$ cat config.mk
export PLATFORM = sky130hd
export DESIGN_NAME = dpram_arbiter
export DESIGN_NICKNAME = d
export VERILOG_FILES = /design/src/rtl/dpram_pkg.sv /design/src/rtl/dpram_rr_arb.sv /design/src/rtl/dpram_arbiter.sv
export SDC_FILE = /design/constraint.sdc
export NUM_CORES = 1
export LEC_CHECK = 0
export CORE_ASPECT_RATIO = 0.9
export CORE_MARGIN = 8
export CORE_UTILIZATION = 32
export DETAILED_ROUTE_END_ITERATION = 6
export PLACE_DENSITY = 0.76
export SLEW_MARGIN = 20
export SYNTH_ARGS = -nofsm -noshare
export SYNTH_HDL_FRONTEND = slang
export SYNTH_SLANG_ARGS = --single-unit
$ cat constraint.sdc
create_clock -name clk -period 1.8 [get_ports clk]
set_clock_uncertainty 0.1 [all_clocks]
set_input_delay 0.54 -clock clk [delete_from_list [all_inputs] [get_ports clk]]
set_output_delay 0.54 -clock clk [all_outputs]
set_load 0.005 [all_outputs]
$ cat src/rtl/dpram_pkg.sv
// Shared types and default sizes for the dual-port RAM arbiter slice.
package dpram_pkg;

  localparam int AW_DEF = 8;
  localparam int DW_DEF = 16;
  localparam int CW_DEF = 8;

  typedef enum logic {
    PORT_A = 1'b0,
    PORT_B = 1'b1
  } port_e;

  // Canonical requester bundle at the default widths; the top re-declares it at its own widths.
  typedef struct packed {
    logic              we;
    logic [AW_DEF-1:0] addr;
    logic [DW_DEF-1:0] wdata;
  } req_t;

endpackage

$ cat src/rtl/dpram_rr_arb.sv
// Two-input round-robin arbiter; req[0]/gnt[0] is port A, req[1]/gnt[1] is port B.
// Define DPRAM_ARB_FIXED_PRIO_EN to make A win every tie and drop the pointer register.
module dpram_rr_arb
  import dpram_pkg::*;
(
  input  logic       clk,
  input  logic       rst_n,
  input  logic [1:0] req,
  output logic [1:0] gnt
);

`ifdef DPRAM_ARB_FIXED_PRIO_EN

  always_comb begin
    gnt = '0;
    if (rst_n) begin
      gnt[0] = req[0];
      gnt[1] = req[1] & ~req[0];
    end
  end

`else

  port_e last_q, last_d;

  // Grants are suppressed while reset is held so nothing reaches the RAM.
  always_comb begin
    gnt = '0;
    if (rst_n) begin
      if (req[0] && (!req[1] || last_q == PORT_B)) begin
        gnt[0] = 1'b1;
      end else if (req[1]) begin
        gnt[1] = 1'b1;
      end
    end
  end

  always_comb begin
    last_d = last_q;
    if (gnt[0]) begin
      last_d = PORT_A;
    end else if (gnt[1]) begin
      last_d = PORT_B;
    end
  end

  always_ff @(posedge clk or negedge rst_n) begin
    if (!rst_n) begin
      last_q <= PORT_B;
    end else begin
      last_q <= last_d;
    end
  end

`endif

endmodule

$ cat src/rtl/dpram_arbiter.sv
// Shares one single-port synchronous RAM between requester ports A and B.
// Optional macro DPRAM_ARB_FIXED_PRIO_EN (in dpram_rr_arb) gives A fixed priority on ties.
module dpram_arbiter
  import dpram_pkg::*;
#(
  parameter int AW = AW_DEF,
  parameter int DW = DW_DEF,
  parameter int CW = CW_DEF
) (
  input  logic          clk,
  input  logic          rst_n,
  input  logic          a_req,
  input  logic          a_we,
  input  logic [AW-1:0] a_addr,
  input  logic [DW-1:0] a_wdata,
  output logic          a_gnt,
  output logic          a_rvalid,
  output logic [DW-1:0] a_rdata,
  input  logic          b_req,
  input  logic          b_we,
  input  logic [AW-1:0] b_addr,
  input  logic [DW-1:0] b_wdata,
  output logic          b_gnt,
  output logic          b_rvalid,
  output logic [DW-1:0] b_rdata,
  output logic          ram_en,
  output logic          ram_we,
  output logic [AW-1:0] ram_addr,
  output logic [DW-1:0] ram_wdata,
  input  logic [DW-1:0] ram_rdata,
  output logic [CW-1:0] conflict_cnt
);

  typedef struct packed {
    logic          we;
    logic [AW-1:0] addr;
    logic [DW-1:0] wdata;
  } port_req_t;

  port_req_t     a_pkt, b_pkt, sel_pkt;
  port_e         sel;
  logic [1:0]    gnt;
  logic          a_rvalid_q, a_rvalid_d, b_rvalid_q, b_rvalid_d;
  logic [DW-1:0] a_rdata_q, a_rdata_d, b_rdata_q, b_rdata_d;
  logic [CW-1:0] cnt_q, cnt_d;

  assign a_pkt = '{we: a_we, addr: a_addr, wdata: a_wdata};
  assign b_pkt = '{we: b_we, addr: b_addr, wdata: b_wdata};

  dpram_rr_arb u_arb (
    .clk   (clk),
    .rst_n (rst_n),
    .req   ({b_req, a_req}),
    .gnt   (gnt)
  );

  assign a_gnt = gnt[0];
  assign b_gnt = gnt[1];

  // Idle cycles leave the mux on port A; only ram_we is forced low.
  always_comb begin
    sel       = b_gnt ? PORT_B : PORT_A;
    sel_pkt   = (sel == PORT_B) ? b_pkt : a_pkt;
    ram_en    = |gnt;
    ram_we    = ram_en & sel_pkt.we;
    ram_addr  = sel_pkt.addr;
    ram_wdata = sel_pkt.wdata;
  end

  // RAM data is already registered, so it is passed straight through in the rvalid cycle and held after.
  always_comb begin
    a_rvalid_d = a_gnt & ~a_we;
    b_rvalid_d = b_gnt & ~b_we;
    a_rdata    = a_rvalid_q ? ram_rdata : a_rdata_q;
    b_rdata    = b_rvalid_q ? ram_rdata : b_rdata_q;
    a_rdata_d  = a_rdata;
    b_rdata_d  = b_rdata;
    cnt_d      = cnt_q;
    if (a_req && b_req && (cnt_q != {CW{1'b1}})) begin
      cnt_d = cnt_q + 1'b1;
    end
  end

  always_ff @(posedge clk or negedge rst_n) begin
    if (!rst_n) begin
      a_rvalid_q <= 1'b0;
      b_rvalid_q <= 1'b0;
      a_rdata_q  <= '0;
      b_rdata_q  <= '0;
      cnt_q      <= '0;
    end else begin
      a_rvalid_q <= a_rvalid_d;
      b_rvalid_q <= b_rvalid_d;
      a_rdata_q  <= a_rdata_d;
      b_rdata_q  <= b_rdata_d;
      cnt_q      <= cnt_d;
    end
  end

  assign a_rvalid     = a_rvalid_q;
  assign b_rvalid     = b_rvalid_q;
  assign conflict_cnt = cnt_q;

endmodule

# Word-level counts from Yosys, hierarchy flattened
# Index checks and enable logic that the tools add are counted.
[word_totals]
n_memories = 0
ram_bits = 0
reg_bits = 43
elab_cells = 30
latchBits = 0
rom_bits = 0
[classes]
n_addsub = 1
div = 0
muxes = 10
magnitude_cmp = 0
n_reduce_logical = 7
bitwise_logic = 5
eq_ne = 1
shift = 0
n_mul = 0
[ops]
columns = ["cell", "count"]
rows = [
  ["16-bit two-way mux", 2],
  ["25-bit two-way mux", 1],
  ["8-bit by 1-bit adder with 8-bit output (second input constant)", 1],
  ["8-bit != test (second input constant)", 1],
  ["1-bit two-way mux", 6],
  ["1-bit bitwise AND", 3],
  ["1-bit logical AND", 3],
  ["2-bit two-way mux", 1],
  ["1-bit NOT", 2],
  ["2-bit nonzero test", 1],
  ["2-bit OR reduction", 1],
  ["1-bit logical NOT", 1],
  ["1-bit logical OR", 1],
]

# Longest topological paths before layout
# Gate-level depths: netlist of run 1.
[depth]
depth_word = 8
mapped_depth = 7

# Hierarchy
# Synthesis of run 1 repeated with hierarchy kept, for this count alone.
[unflattened]
hier_cells = 145
area_unflattened_um2 = 2003.2
[modules_own_cells]
columns = ["mod", "cells_per_inst", "area_per_inst_um2", "n_inst"]
rows = [
  ["dpram_arbiter", 137, 1940.6, 1],
  ["dpram_rr_arb", 8, 62.6, 1],
]

# Least setup slack after synthesis of run 1
# OpenSTA, ideal clock, no wires.
[synth_path]
path_kind = "input to output"
start = "input b_req"
end = "output ram_addr[0]"
t_arrival_ns = 1.263
n_path_buf = 2
stages = 6
setup_slack_ns = -0.103
t_required_ns = 1.160
path_cell_list = "nand2_1 a21o_1 buf_2 clkbuf_1 nand2_1 nand2_1"
[synth_between]
elab_chain_cells = 7
[synth_lines]
columns = ["element", "line_no", "rtl"]
rows = [
  ["start, declared", "dpram_arbiter.sv:19", "input logic b_req,"],
  ["1-bit logical NOT", "dpram_rr_arb.sv:30", "if (req[0] && (!req[1] || last_q == PORT_B)) begin"],
  ["1-bit logical OR", "dpram_rr_arb.sv:30", ""],
  ["1-bit logical AND", "dpram_rr_arb.sv:30", ""],
  ["1-bit two-way mux (*)", "dpram_rr_arb.sv:30", ""],
  ["2-bit two-way mux (*)", "dpram_rr_arb.sv:29", "if (rst_n) begin"],
  ["1-bit two-way mux (*)", "dpram_arbiter.sv:62", "sel = b_gnt ? PORT_B : PORT_A;"],
  ["25-bit two-way mux (*)", "dpram_arbiter.sv:63", "sel_pkt = (sel == PORT_B) ? b_pkt : a_pkt;"],
  ["end, declared", "dpram_arbiter.sv:28", "output logic [AW-1:0] ram_addr,"],
]
# Every way passes the cells marked *; elsewhere a longest branch is shown, timed or not.

# Worst setup path in the final report of run 1
[layout_path]
start = "register u_arb.last_q"
end = "output ram_we"
[layout_between]
elab_chain_cells = 7
[layout_lines]
columns = ["element", "line_no", "rtl"]
rows = [
  ["start, declared", "dpram_rr_arb.sv:24", "port_e last_q, last_d;"],
  ["start signal, assigned", "dpram_rr_arb.sv:51", "last_q <= last_d;"],
  ["1-bit logical OR (*)", "dpram_rr_arb.sv:30", ""],
  ["1-bit logical AND (*)", "dpram_rr_arb.sv:30", ""],
  ["1-bit two-way mux", "dpram_rr_arb.sv:30", ""],
  ["2-bit two-way mux (*)", "dpram_rr_arb.sv:29", ""],
  ["1-bit two-way mux", "dpram_arbiter.sv:62", ""],
  ["25-bit two-way mux", "dpram_arbiter.sv:63", ""],
  ["1-bit bitwise AND (*)", "dpram_arbiter.sv:65", "ram_we = ram_en & sel_pkt.we;"],
  ["end, declared", "dpram_arbiter.sv:27", "output logic ram_we,"],
]
# Marks and branches as above.

==> flow_metrics.env, run 1 <==
export IMPL_area_growth_pct=111
export IMPL_grtUsageTotal=0.178
export IMPL_routed_via_density=4.64
export IMPL_hpwl_um=5220
export IMPL_dr_pass1_iters=4
export IMPL_worst_setup_path_startpoint="u_arb.last_q"
export IMPL_power_mw=3.67
export IMPL_worst_slack_ps=-446
export IMPL_cp_data_arrival_time_ps=1610
export IMPL_p_switching_mw=1.05
export IMPL_cts_root_buf="clkbuf_8"
export IMPL_p_int_mw=2.61
export IMPL_drtIter0Drc=63
export IMPL_antenna_found_initial=0
export IMPL_final_cell_mix="nand2_1, clkdlybuf4s50_1, dfrtp_1, buf_6, buf_4"
export IMPL_min_period_ps=2250
export IMPL_synth_top_area_share=0.526
export IMPL_layout_worst_path_cycle_share=1.25
export IMPL_drc_errors=0
export IMPL_holdCritPathClass="in2async"
export IMPL_start_util=0.328
export IMPL_r2r_cells=6
export IMPL_setup_viol=60
export IMPL_routedWlPerCell_um=17.5
export IMPL_endpoint_kind="primary output"
export IMPL_crit_path_max_fanout=7
export IMPL_io_buffers=139
export IMPL_maxClockFrequency_ghz=0.445
export IMPL_cts_buffers=5
export IMPL_grt_overflow=0
export IMPL_cts_tree="built"
export IMPL_rsz0062_at_grt="yes"
export IMPL_grt_max_degree=44
export IMPL_die_h_um=90.9
export IMPL_finalWirelength_um=8080
export IMPL_die_w_um=99.3
export IMPL_instances_no_fill=462
export IMPL_critPathRequiredTime_ps=1160
export IMPL_dp_cells=409
export IMPL_ys_seq_area_frac=0.539
export IMPL_syn_nets=263
export IMPL_layout_nets=460
export IMPL_r2r_start="conflict_cnt[0]"
export IMPL_fillers=460
export IMPL_cts_buffer_depth=2
export IMPL_ios=140
export IMPL_worstMarginPinSlew_ps=542
export IMPL_layout_drive_gt1_share=0.495
export IMPL_grt_pass1_vias=2518
export IMPL_clkPwrFrac=0.160
export IMPL_ys_warn_count=0
export IMPL_hold_violations=0
export IMPL_vias=2142
export IMPL_path_clk_slew_ps=80
export IMPL_max_vdd_ir_drop_v=0.000514
export IMPL_async_flop_share=1.00
export IMPL_antenna_cells=0
export IMPL_timing_hold_ws_ps=372
export IMPL_final_area_um2=4220
export IMPL_grt_pass1_wl_um=12900
export IMPL_synthesis_instances=192
export IMPL_placed_area_um2=3570
export IMPL_synth_area_um2=2000
export IMPL_ys_types=27
export IMPL_post_route_util=0.693
export IMPL_drtAntennaViolNets=0
export IMPL_status="finished with violations"
export IMPL_std_cell_rows=27
export IMPL_power_density_nw_per_um2=870
export IMPL_yosysTopAreaCell="dfrtp_1"
export IMPL_layout_commonest_cell="nand2_1"
export IMPL_combinationalPowerShare=0.478
export IMPL_coreArea_um2=6080
export IMPL_swShare=0.287
export IMPL_power_leakage_nw=2.19
export IMPL_clock_latency_ps=290
export IMPL_worst_setup_path_type="reg2out"
export IMPL_tns_ps=-16680
export IMPL_reg2reg_setup_slack_ps=160
export IMPL_synth_enable_flop_cells=0
export IMPL_ys_flop_type="dfrtp_1"
export IMPL_routabilityCongestion=0.739
export IMPL_die_area_um2=9030
export IMPL_relSlewSlack=0.639
export IMPL_seqPwrFrac=0.362
export IMPL_start_kind="register"
export IMPL_syn_area_per_cell_um2=10.4
export IMPL_synth_area_top_cells="dfrtp_1, mux2_2, nand2_1, xnor2_1, dfstp_2"
export IMPL_failed_checks="negative setup slack"
export IMPL_post_place_ws_ps=-1130
export IMPL_cts_num_sinks=43
export IMPL_cts_max_level=2
export IMPL_crit_end="ram_we"
export IMPL_r2r_end="conflict_cnt[6]"
export IMPL_maxCapViolCount=0
export IMPL_report_final_slew_viol_count=0
export IMPL_ys_ff_latch=43
==> layout make-up <==
class	instances	area [um^2]	area share
clock buffer	6	72.6	0.0172
clock inverter	2	12.5	0.00297
inverter	2	15.0	0.00356
multi-input combinational	138	1020	0.243
sequential	43	1080	0.256
tap	72	90.1	0.0214
timing repair buffer	197	1900	0.451
timing repair inverter	2	17.5	0.00416
==> critical path: stages, from the launching register on <==
cell and delay (ps):
dfstp_2 570, a21o_4 160, buf_12 130, inv_8 30, buf_6 120, a22o_1 170, buf_2 130
==> Yosys cell counts (2+ instances only) <==
cell type,number
a21oi_1,3
buf_2,5
buf_4,2
clkbuf_1,2
dfrtp_1,42
mux2_2,33
nand2_1,77
nand2b_1,2
nand3_1,2
nor2_1,3
o21ai_0,2
xnor2_1,4
==> what timing repair did <==
item,CTS,global route
setup endpoints to repair,70,63
pin swaps,10,4
gates resized for setup,338,37
hold buffers,0,0
gates cloned,7,1
buffers inserted,29,12
hold endpoints to repair,0,0
==> registers in the layout, summed over array words and instances, names as in the netlist <==
name,flops
a_rdata_q,16
b_rvalid,1
u_arb.last_q,1
a_rvalid,1
conflict_cnt,8
b_rdata_q,16
==> how the worst min path moves through the flow <==
| stage | slack [ps] | cells after the start | endpoint |
|---|---|---|---|
| after floorplan | 140 | 0 | a_rdata_q[0] |
| after global placement | 380 | 1 | b_rdata_q[6] |
| after detailed placement | 390 | 1 | b_rdata_q[8] |
| after CTS | 380 | 3 | conflict_cnt[0] |
| after global routing | 410 | 3 | b_rdata_q[2] |
| final | 370 | 3 | a_rdata_q[7] |
==> routing by layer <==
metal | global-route usage | vias to the layer above | part of all wire
li1 | - | 1025 | -
met1 | 0.189 | 1017 | 0.38
met2 | 0.323 | 89 | 0.53
met3 | 0.0633 | 11 | 0.077
met4 | 0.0542 | 0 | 0.013
met5 | 0 | - | 0
==> cells by family after synthesis <==
logic type | after synthesis | synth area share
buffers and inverters | 11 | 0.0276
DFF | 43 | 0.539
adders and majority gates | 1 | 0.00626
muxes | 34 | 0.192
AOI/OAI and AO/OA | 11 | 0.0382
xor gates and xnor gates | 4 | 0.0175
and+or+nand+nor | 88 | 0.179
==> power groups by stage <==
| stage | logic [mW] | registers, mW | clock network (mW) |
|---|---|---|---|
| floorplan | 0.457 | 1.35 | 0 |
| global placement | 1.37 | 1.36 | 0 |
| detailed placement | 1.40 | 1.37 | 0 |
| CTS | 1.67 | 1.32 | 0.603 |
| global route | 1.89 | 1.35 | 0.654 |
| finish | 1.75 | 1.33 | 0.588 |
No activity file was read; power rests on OpenSTA's default activity.
==> run 2, diff against run 1 <==
Settings changed: CORE_UTILIZATION 32 to 33, CTS_BUF_LIST set to sky130_fd_sc_hd__clkbuf_4, PLACE_DENSITY 0.76 to 0.79, SKIP_CTS_REPAIR_TIMING set to 1.
==> flow_metrics.env, run 2 (same netlist as run 1, synthesis figures left out) <==
export IMPL_finalWirelength_um=8140
export IMPL_maxClockFrequency_ghz=0.434
export IMPL_placed_area_um2=3550
export IMPL_failed_checks="negative setup slack"
export IMPL_layout_worst_path_cycle_share=1.28
export IMPL_report_final_slew_viol_count=0
export IMPL_hold_violations=0
export IMPL_maxCapViolCount=0
export IMPL_die_area_um2=8800
export IMPL_setup_viol=62
export IMPL_max_vdd_ir_drop_v=0.000564
export IMPL_final_area_um2=4150
export IMPL_power_mw=3.55
export IMPL_worst_setup_path_type="reg2out"
export IMPL_dp_cells=406
export IMPL_io_buffers=139
export IMPL_routed_via_density=4.68
export IMPL_layout_commonest_cell="clkdlybuf4s50_1"
export IMPL_worst_slack_ps=-504
export IMPL_clock_latency_ps=350
export IMPL_vias=2169
export IMPL_cts_buffer_depth=2
export IMPL_start_kind="register"
export IMPL_drc_errors=0
export IMPL_power_leakage_nw=2.16
export IMPL_critPathRequiredTime_ps=1160
export IMPL_crit_path_max_fanout=7
export IMPL_grt_pass1_wl_um=10700
export IMPL_drtIter0Drc=72
export IMPL_routedWlPerCell_um=17.6
export IMPL_grt_overflow=0
export IMPL_cp_slowest_cell="dfstp_2"
export IMPL_grt_max_degree=44
export IMPL_post_place_ws_ps=-1000
export IMPL_worstMarginPinSlew_ps=549
export IMPL_cts_max_level=2
export IMPL_cts_num_sinks=43
export IMPL_endpoint_kind="primary output"
export IMPL_area_growth_pct=108
export IMPL_relSlewSlack=0.634
export IMPL_die_w_um=98.0
export IMPL_power_density_nw_per_um2=856
export IMPL_layout_nets=461
export IMPL_drtAntennaViolNets=0
export IMPL_antenna_found_initial=0
export IMPL_cts_buffers=5
export IMPL_path_clk_slew_ps=150
export IMPL_worst_setup_path_startpoint="u_arb.last_q"
export IMPL_min_period_ps=2300
export IMPL_dr_pass1_iters=4
export IMPL_cp_cell_sequence="a21o_4 -> buf_8 -> clkinv_8 -> a22o_1 -> clkbuf_2"
export IMPL_std_cell_rows=27
export IMPL_die_h_um=89.8
export IMPL_instances_no_fill=463
export IMPL_start_util=0.334
export IMPL_r2r_start="conflict_cnt[0]"
export IMPL_status="finished with violations"
export IMPL_rsz0062_at_grt="yes"
export IMPL_antenna_cells=0
export IMPL_cp_data_arrival_time_ps=1660
export IMPL_grt_pass1_vias=2158
export IMPL_grtUsageTotal=0.150
export IMPL_routabilityCongestion=0.796
export IMPL_ios=140
export IMPL_holdCritPathClass="in2async"
export IMPL_cts_root_buf="clkbuf_4"
export IMPL_final_cell_mix="clkdlybuf4s50_1, nand2_1, buf_4, dfrtp_1, mux2_4"
export IMPL_cts_tree="built"
export IMPL_cpPeakStageDelay_ps=600
export IMPL_hpwl_um=5290
export IMPL_layout_drive_gt1_share=0.496
export IMPL_coreArea_um2=5980
run 2: changes by cell type in the layout (fill, tap and decap cells not counted), sizes merged:
cell,delta
clkinv,+1
dlygate4sd2,-11
clkdlybuf4s15,-1
buf,-23
clkinvlp,+1
bufbuf,-1
clkdlybuf4s50,+11
dlymetal6s2s,+4
inv,-1
clkbuf,+21
run 2: per-stage QoR:
stage / util / setup TNS, ps / hold slack, ps
finish: 0.694 / -22780 / 240
global route: 0.694 / -27100 / 257
CTS: 0.604 / -48350 / 244
detailed placement: 0.593 / -46190 / 385
global placement: 0.593 / -44900 / 379
floorplan: - / 0 / 144
run 2: layout make-up:
| type | instances | area, um^2 |
|---|---|---|
| repair buffers | 198 | 1840 |
| repair inverters | 2 | 25.0 |
| fillers | 468 | 1830 |
| well taps | 72 | 90.1 |
| clock inverters | 3 | 23.8 |
| clock buffers | 5 | 37.5 |
| inverters | 2 | 20.0 |
| multi-input cells | 138 | 1030 |
| flip-flops and latches | 43 | 1080 |
run 2: worst max-delay path: cells and delay by family (launching register included):
family                 cells  cell delay [ps]
AOI/OAI and AO/OA          2              390
buffers and inverters      3              320
DFF                        1              600
run 2: report_power, final:
part	switching (mW)	internal [mW]	leakage [nW]
clock	0.346	0.157	0.0278
combinational	0.631	1.09	1.62
sequential	0.104	1.22	0.511
total	1.08	2.47	2.16
run 2: path summary, 6_finish.rpt:
check                             endpoint  slack (ps)  cells past startpoint
min reg2reg                   a_rdata_q[4]         410                      1
max reg2reg                conflict_cnt[6]         160                      6
min in group clk              u_arb.last_q         380                      3
max                                 ram_we        -500                      5
min                        conflict_cnt[6]         240                      2
max in group asynchronous         b_rvalid         960                      2
run 2: metal layers:
metal / global-route usage / part of all wire / wire length [um]
met4: 0.0363 / 0.014 / 116
met3: 0.0770 / 0.092 / 745
met1: 0.163 / 0.40 / 3250
met5: 0 / 0 / 0
met2: 0.253 / 0.50 / 4030
==> run 3, diff against run 2 <==
Settings changed: CORE_UTILIZATION 33 to 32, CTS_BUF_LIST sky130_fd_sc_hd__clkbuf_4 to unset, PLACE_DENSITY 0.79 to 0.76.
==> flow_metrics.env, run 3 (same netlist as run 1, synthesis figures left out) <==
export IMPL_status="finished with violations"
export IMPL_failed_checks="negative setup slack"
export IMPL_p_switching_mw=1.06
export IMPL_rsz0062_at_grt="yes"
export IMPL_instances_no_fill=462
export IMPL_ios=140
export IMPL_post_place_ws_ps=-1130
export IMPL_cts_max_level=2
export IMPL_combinationalPowerShare=0.464
export IMPL_layout_commonest_cell="nand2_1"
export IMPL_cts_tree="built"
export IMPL_multiInputGateArea_um2=1060
export IMPL_die_w_um=99.3
export IMPL_cp_data_arrival_time_ps=1620
export IMPL_cts_root_buf="clkbuf_8"
export IMPL_path_clk_slew_ps=80
export IMPL_tns_ps=-16380
export IMPL_layout_nets=460
export IMPL_routed_via_density=4.70
export IMPL_std_cell_rows=27
export IMPL_io_buffers=139
export IMPL_path_buf_inv=4
export IMPL_cp_slowest_cell="dfstp_2"
export IMPL_grt_pass1_wl_um=10700
export IMPL_cpMostUsedCell="buf_6"
export IMPL_vias=2172
export IMPL_grt_overflow=0
export IMPL_timing_hold_ws_ps=358
export IMPL_final_area_um2=4240
export IMPL_hold_violations=0
export IMPL_routabilityCongestion=0.739
export IMPL_hpwl_um=5220
export IMPL_holdCritPathClass="in2async"
export IMPL_layout_worst_path_cycle_share=1.26
export IMPL_power_mw=3.63
export IMPL_worst_setup_path_type="reg2out"
export IMPL_clock_latency_ps=290
export IMPL_area_growth_pct=112
export IMPL_post_route_util=0.697
export IMPL_worst_slack_ps=-460
export IMPL_maxClockFrequency_ghz=0.442
export IMPL_endpoint_kind="primary output"
export IMPL_maxCapViolCount=0
export IMPL_drtIter0Drc=49
export IMPL_cpPeakStageDelay_ps=590
export IMPL_cp_cell_sequence="a21o_4 -> buf_6 -> clkinv_8 -> buf_6 -> a22o_1 -> buf_2"
export IMPL_report_final_slew_viol_count=0
export IMPL_crit_path_max_fanout=6
export IMPL_setup_viol=60
export IMPL_final_cell_mix="nand2_1, clkdlybuf4s50_1, buf_4, dfrtp_1, mux2_4"
export IMPL_cts_buffers=5
export IMPL_grtUsageTotal=0.146
export IMPL_coreArea_um2=6080
export IMPL_drtAntennaViolNets=0
export IMPL_antenna_cells=0
export IMPL_finalWirelength_um=8390
export IMPL_antenna_found_initial=0
export IMPL_critPathRequiredTime_ps=1160
export IMPL_start_util=0.328
export IMPL_cts_num_sinks=43
export IMPL_die_area_um2=9030
export IMPL_power_leakage_nw=2.37
export IMPL_cts_buffer_depth=2
export IMPL_power_density_nw_per_um2=857
export IMPL_layout_drive_gt1_share=0.451
export IMPL_worstMarginPinSlew_ps=537
export IMPL_swShare=0.292
export IMPL_crit_family="flip-flops"
export IMPL_seqPwrFrac=0.373
export IMPL_placed_area_um2=3570
export IMPL_die_h_um=90.9
export IMPL_regArea_um2=1080
export IMPL_fillers=450
export IMPL_relSlewSlack=0.642
export IMPL_dr_pass1_iters=5
export IMPL_dp_cells=409
export IMPL_routedWlPerCell_um=18.2
export IMPL_p_int_mw=2.57
export IMPL_drc_errors=0
export IMPL_start_kind="register"
export IMPL_grt_pass1_vias=2148
export IMPL_cp_depth=6
export IMPL_max_vdd_ir_drop_v=0.000574
export IMPL_grt_max_degree=44
export IMPL_clkPwrFrac=0.163
export IMPL_min_period_ps=2260
export IMPL_r2r_cells=6
## run 3: cell count changes in the layout (fill, tap and decap cells not counted), sizes merged, moves of 6 or more
cell | previous run | this run
buf | 93 | 77
dlymetal6s2s | 12 | 29
clkdlybuf4s50 | 66 | 58
clkbuf | 32 | 38
## run 3: power groups by stage
stage	combinational, mW	clock [mW]	sequential (mW)
6_report	1.68	0.593	1.35
5_1_grt	1.81	0.654	1.38
4_1_cts	1.41	0.603	1.35
3_5_place_dp	1.40	0	1.37
3_3_place_gp	1.37	0	1.36
2_1_floorplan	0.457	0	1.35
## run 3: tightest hold or removal path: cells and delay by family
| family | cells | cell delay (ps) |
|---|---|---|
| buffers and inverters | 3 | 670 |
## run 3: path summary, 6_finish.rpt
check / startpoint / to / slack (ps)
worst min register to register: a_rdata_q[2] / a_rdata_q[2] / 390
worst min-delay path: rst_n / conflict_cnt[0] / 360
max in group asynchronous: rst_n / b_rvalid / 840
worst max register to register: conflict_cnt[0] / conflict_cnt[6] / 130
min in group clk: a_rdata_q[2] / a_rdata_q[2] / 390
worst max-delay path: u_arb.last_q / ram_we / -460
## run 3: area by class of cell
class,instances,share of cell area
well taps,72,0.0213
repair buffers,196,0.443
inverters,2,0.00473
clock buffers,6,0.0171
multi-input cells,139,0.250
clock inverters,2,0.00295
repair inverters,2,0.00591
flip-flops and latches,43,0.256
## run 3: metal layers
metal | vias up | share of wire | track usage
met5 | - | 0 | 0
li1 | 1035 | - | -
met4 | 0 | 0.015 | 0.0466
met2 | 94 | 0.52 | 0.258
met1 | 1026 | 0.39 | 0.151
met3 | 17 | 0.074 | 0.0633
